### config.mk
export PLATFORM = sky130hd
export DESIGN_NAME = phase_sequencer
export DESIGN_NICKNAME = d
export VERILOG_FILES = /design/src/rtl/phase_sequencer.sv
export SDC_FILE = /design/constraint.sdc
export NUM_CORES = 1
export LEC_CHECK = 0
export BUFFER_PORTS_ARGS = -buffer_cell sky130_fd_sc_hd__buf_4
export CORE_MARGIN = 2
export CORE_UTILIZATION = 48
export CTS_CLUSTER_DIAMETER = 80
export DETAILED_ROUTE_END_ITERATION = 16
export PLACE_DENSITY = 0.7
export SLEW_MARGIN = 25
export SYNTH_ARGS = -nofsm -noshare
export SYNTH_HDL_FRONTEND = slang
export SYNTH_SLANG_ARGS = --single-unit
### constraint.sdc
create_clock -name clk -period 2.7 [get_ports clk]
set_clock_uncertainty 0.2 [all_clocks]
set_input_delay 0.135 -clock clk [delete_from_list [all_inputs] [get_ports clk]]
set_output_delay 0.135 -clock clk [all_outputs]
set_load 0.005 [all_outputs]
### src/rtl/phase_sequencer.sv
// phase_sequencer
// Instruction phase controller. Sequences each instruction through
// FETCH -> EXECUTE -> COMMIT -> STEP, either free-running (run=1) or one
// instruction at a time (step_req pulse while halted). Bus waits on the
// instruction and data ports are bounded by TIMEOUT; an expired wait parks
// the sequencer in a sticky FAULT state that only reset leaves.
//
// Handshake semantics: a request (imem_req / dmem_req) is held high from its
// first cycle up to and including the cycle its ack is seen; an ack in the
// first request cycle is accepted. Acks outside a request are ignored.
//
// Ports
//   clk, rstn            clock, synchronous active-low reset
//   run, step_req        free-run level / single-step pulse (honoured in HALT)
//   imem_req/ack/rdata   instruction fetch handshake and fetched word
//   mem_op               decoder: current instruction needs a data access
//   dmem_req/ack         data access handshake (COMMIT only)
//   instr                latched instruction register
//   phase_execute/commit/step  one-hot phase strobes
//   en, halted, fault    datapath enable, HALT indicator, sticky timeout flag
//   instret              retired instruction count (wraps)
module phase_sequencer #(
    parameter int TIMEOUT = 255
) (
    input  logic        clk,
    input  logic        rstn,
    input  logic        run,
    input  logic        step_req,
    output logic        imem_req,
    input  logic        imem_ack,
    input  logic [31:0] imem_rdata,
    input  logic        mem_op,
    output logic        dmem_req,
    input  logic        dmem_ack,
    output logic [31:0] instr,
    output logic        phase_execute,
    output logic        phase_commit,
    output logic        phase_step,
    output logic        en,
    output logic        halted,
    output logic        fault,
    output logic [31:0] instret
);

    typedef enum logic [2:0] {
        S_HALT    = 3'd0,
        S_FETCH   = 3'd1,
        S_EXECUTE = 3'd2,
        S_COMMIT  = 3'd3,
        S_STEP    = 3'd4,
        S_FAULT   = 3'd5
    } state_t;

    // Last wait-count value that may still see an ack before faulting.
    localparam logic [31:0] TO_LAST = (TIMEOUT > 0) ? 32'(TIMEOUT - 1) : 32'd0;

    state_t      state_q, state_d;
    logic [31:0] instr_q, instr_d;
    logic [31:0] instret_q, instret_d;
    logic [31:0] to_cnt_q, to_cnt_d;
    logic        single_step_q, single_step_d;

    always_comb begin
        state_d       = state_q;
        instr_d       = instr_q;
        instret_d     = instret_q;
        to_cnt_d      = to_cnt_q;
        single_step_d = single_step_q;
        imem_req      = 1'b0;
        dmem_req      = 1'b0;
        phase_execute = 1'b0;
        phase_commit  = 1'b0;
        phase_step    = 1'b0;
        en            = 1'b0;
        halted        = 1'b0;
        fault         = 1'b0;

        case (state_q)
            S_HALT: begin
                halted = 1'b1;
                // run wins over step_req: free-run, no single-step recorded.
                if (run) begin
                    state_d       = S_FETCH;
                    to_cnt_d      = 32'd0;
                    single_step_d = 1'b0;
                end else if (step_req) begin
                    state_d       = S_FETCH;
                    to_cnt_d      = 32'd0;
                    single_step_d = 1'b1;
                end
            end
            S_FETCH: begin
                en       = 1'b1;
                imem_req = 1'b1;
                if (imem_ack) begin
                    instr_d = imem_rdata;
                    state_d = S_EXECUTE;
                end else if ((TIMEOUT > 0) && (to_cnt_q == TO_LAST)) begin
                    state_d = S_FAULT;
                end else begin
                    to_cnt_d = to_cnt_q + 32'd1;
                end
            end
            S_EXECUTE: begin
                en            = 1'b1;
                phase_execute = 1'b1;
                state_d       = S_COMMIT;
                to_cnt_d      = 32'd0;
            end
            S_COMMIT: begin
                en           = 1'b1;
                phase_commit = 1'b1;
                if (!mem_op) begin
                    state_d = S_STEP;
                end else begin
                    dmem_req = 1'b1;
                    if (dmem_ack) begin
                        state_d = S_STEP;
                    end else if ((TIMEOUT > 0) && (to_cnt_q == TO_LAST)) begin
                        state_d = S_FAULT;
                    end else begin
                        to_cnt_d = to_cnt_q + 32'd1;
                    end
                end
            end
            S_STEP: begin
                en         = 1'b1;
                phase_step = 1'b1;
                instret_d  = instret_q + 32'd1;
                if (single_step_q) begin
                    state_d       = S_HALT;
                    single_step_d = 1'b0;
                end else if (run) begin
                    state_d  = S_FETCH;
                    to_cnt_d = 32'd0;
                end else begin
                    state_d = S_HALT;
                end
            end
            S_FAULT: begin
                fault = 1'b1;
            end
            default: begin
                state_d = S_HALT;
            end
        endcase
    end

    always_ff @(posedge clk) begin
        if (!rstn) begin
            state_q       <= S_HALT;
            instr_q       <= 32'd0;
            instret_q     <= 32'd0;
            to_cnt_q      <= 32'd0;
            single_step_q <= 1'b0;
        end else begin
            state_q       <= state_d;
            instr_q       <= instr_d;
            instret_q     <= instret_d;
            to_cnt_q      <= to_cnt_d;
            single_step_q <= single_step_d;
        end
    end

    assign instr   = instr_q;
    assign instret = instret_q;

endmodule
==> impl_metrics.csv <==
group,metric,value,unit
run_status,run_status,"finished, final reports clean",
floorplan,chipHeight,101,µm
finish,n_antenna_cell,0,
finish,layout_common_cells,"124 x buf_4, 100 x dfxtp_1, 90 x nand2_1",
floorplan,start_util,0.492,
synthesis,synth.top_cell.area_share,0.442,
synthesis,yosysSeqAreaShare,0.442,
sta,fin_crit_sh,0.871,
sta,setup_ws,0.350,ns
clock_network,cts_tree,"yes",
sta,period_needed,2.35,ns
floorplan,die_w,101,µm
global_route,grt_max_degree,44,
placement,place.gp.congestion,0.843,
placement,dpl.hpwl,8020,µm
floorplan,rows,35,
synthesis,synthFlopType,"dfxtp_1",
setup_path,critPathArrivalTime,2.45,ns
setup_path,cp_max_fo,22,
detailed_routing,drcViolationCount,0,
synthesis,async_reset_ff_frac,0,
clock_network,cts_resized,0,
finish,drive_gt1_frac,0.211,
sta,whs,0.0245,ns
finish,stdcell_count,808,
synthesis,synth_area,4530,µm²
floorplan,core-area,9200,µm²
detailed_routing,dr_total_vias,4546,
placement,dp_slack,0.388,ns
global_route,antenna_found_initial,0,
sta,max_freq,425,MHz
clock_network,cts_made_buffers,9,
global_route,track_usage,0.245,
placement,dp.cells,757,
detailed_routing,wire_per_inst,15.4,µm
synthesis,ys_ff_latch,100,
setup_path,path_class,"flop to flop",
setup_path,crit_path_end_kind,"flop",
synthesis,syn_nets,595,
detailed_routing,drtIter0Drc,212,
detailed_routing,ant_nets,0,
finish,final.fill_count,743,
clock_network,insertion_delay,0.37,ns
sta,tns,0,ns
sta,finalHoldViolCount,0,
sta,worst_pin_slew,0.465,ns
synthesis,synthTopCellsByArea,"dfxtp_1 44%, a21oi_1 7.5%, nand2_1 7.5%",
finish,mostFrequentLayoutCell,"buf_4",
floorplan,io_pins,111,
synthesis,synth_edf_count,0,
floorplan,dieArea,10200,µm²
synthesis,avgSynthCellArea,8.19,µm²
clock_network,hold_buffers,35,
power_and_ir_drop,peakVddDrop,0.343,mV
detailed_routing,first_pass_iters,4,
placement,io_buffers,110,
sta,slew_headroom,0.690,
global_route,grt_first_pass_wirelength,20200,µm
clock_network,clkSlewWorstSetupHoldPaths,0.10,ns
finish,area_delta_synth_final,32.5,%
global_route,grt_pass1_vias,4273,
clock_network,clock_sinks,100,
synthesis,yosysWarningCount,0,
global_route,overflow,0,
sta,final-setup-viol-count,0,
power_and_ir_drop,p_leak,2.25,nW
sta,grt_setup_unrepaired,"no",
finish,nets,734,
detailed_routing,via_per_inst,5.63,
clock_network,postCtsSetupBuffers,0,
flow_run,max_cap_violations,0,
synthesis,yosysUniqueCellTypes,48,
clock_network,cts_root_buffer,"clkbuf_8",
finish,multiInputGateArea,2370,µm²
synthesis,syn_inst,553,
setup_path,start_kind,"flop",
finish,register_area,2000,µm²
detailed_routing,drt_wl_total,12400,µm
min_path,hp-class,"input port to flop",
synthesis,synth_top_area_cell,"dfxtp_1",
setup_path,crit_required,2.80,ns
power_and_ir_drop,power_density,460,nW/µm²
power_and_ir_drop,p_total,2.76,mW
clock_network,h-tree-depth,3,
sta,final_max_slew_viol_count,0,
clock_network,cts_buffer_depth,2,
-- cells in the mapped netlist, types with 8 or more instances --
| library cell | instances |
|---|---|
| nand4_1 | 24 |
| and3_1 | 8 |
| a21oi_1 | 68 |
| clkbuf_1 | 21 |
| o21ai_0 | 22 |
| xnor2_1 | 9 |
| and4_1 | 10 |
| or3_1 | 15 |
| or4_1 | 16 |
| o31ai_1 | 13 |
| nand2_1 | 90 |
| dfxtp_1 | 100 |
| xor2_1 | 20 |
| nand3_1 | 26 |
| nor2_1 | 40 |
| nor4_1 | 12 |
-- worst max-delay path: stages (launching register included) --
cell and delay, ns:
dfxtp_1 0.60, nor3_1 0.17, o221ai_4 0.29, nand4_2 0.12
buf_4 0.23, or4_1 0.51, a21oi_1 0.16
-- area by class of cell --
cell class | instances | share of cell area
Clock buffer | 11 | 0.0236
Clock inverter | 5 | 0.00751
Inverter | 6 | 0.00375
Multi-Input combinational cell | 416 | 0.395
Sequential cell | 100 | 0.334
Tap cell | 111 | 0.0231
Timing Repair Buffer | 159 | 0.214
-- per-stage QoR --
stage	utilization	instance area, µm²
final	0.652	6000
after global routing	0.652	6000
after CTS	0.652	6000
after detailed placement	0.594	5460
after global placement	0.594	5460
after floorplan	-	4530
-- report_power, final --
group          internal (mW)  leakage, nW  switching (mW)
Combinational          0.153         1.35           0.152
Sequential              1.51        0.809          0.0266
Clock                  0.374       0.0920           0.550
-- flip-flops by register name (all words and copies together) (netlist names) --
signal / flops
instret: 32
instr: 32
to_cnt_q: 32
single_step_q: 1
state_q: 3
-- metal layers --
metal  wire length, µm  vias up  global-route usage
li1                  -     2260                   -
met5                 0        -                   0
met3               896       17              0.0749
met2              6060      149               0.412
met4               220        0              0.0759
met1              5240     2120               0.301
-- logic make-up after synthesis --
group                      Yosys count  synth area share
buffers and inverters               37            0.0351
and+or+nand+nor                    270             0.313
adders and majority gates            3           0.00829
xor gates and xnor gates            29            0.0561
AOI/OAI and AO/OA                  113             0.143
muxes                                1           0.00221
DFF                                100             0.442
-- path summary, 6_finish.rpt --
check / slack [ns] / cells past startpoint / start / to
max: 0.35 / 6 / state_q[1] / to_cnt_q[22]
min: 0.02 / 4 / imem_ack / state_q[2]
max reg2reg: 0.35 / 6 / state_q[1] / to_cnt_q[22]
min reg2reg: 0.27 / 2 / instr[9] / instr[9]
No activity file was read; power rests on OpenSTA's default activity.
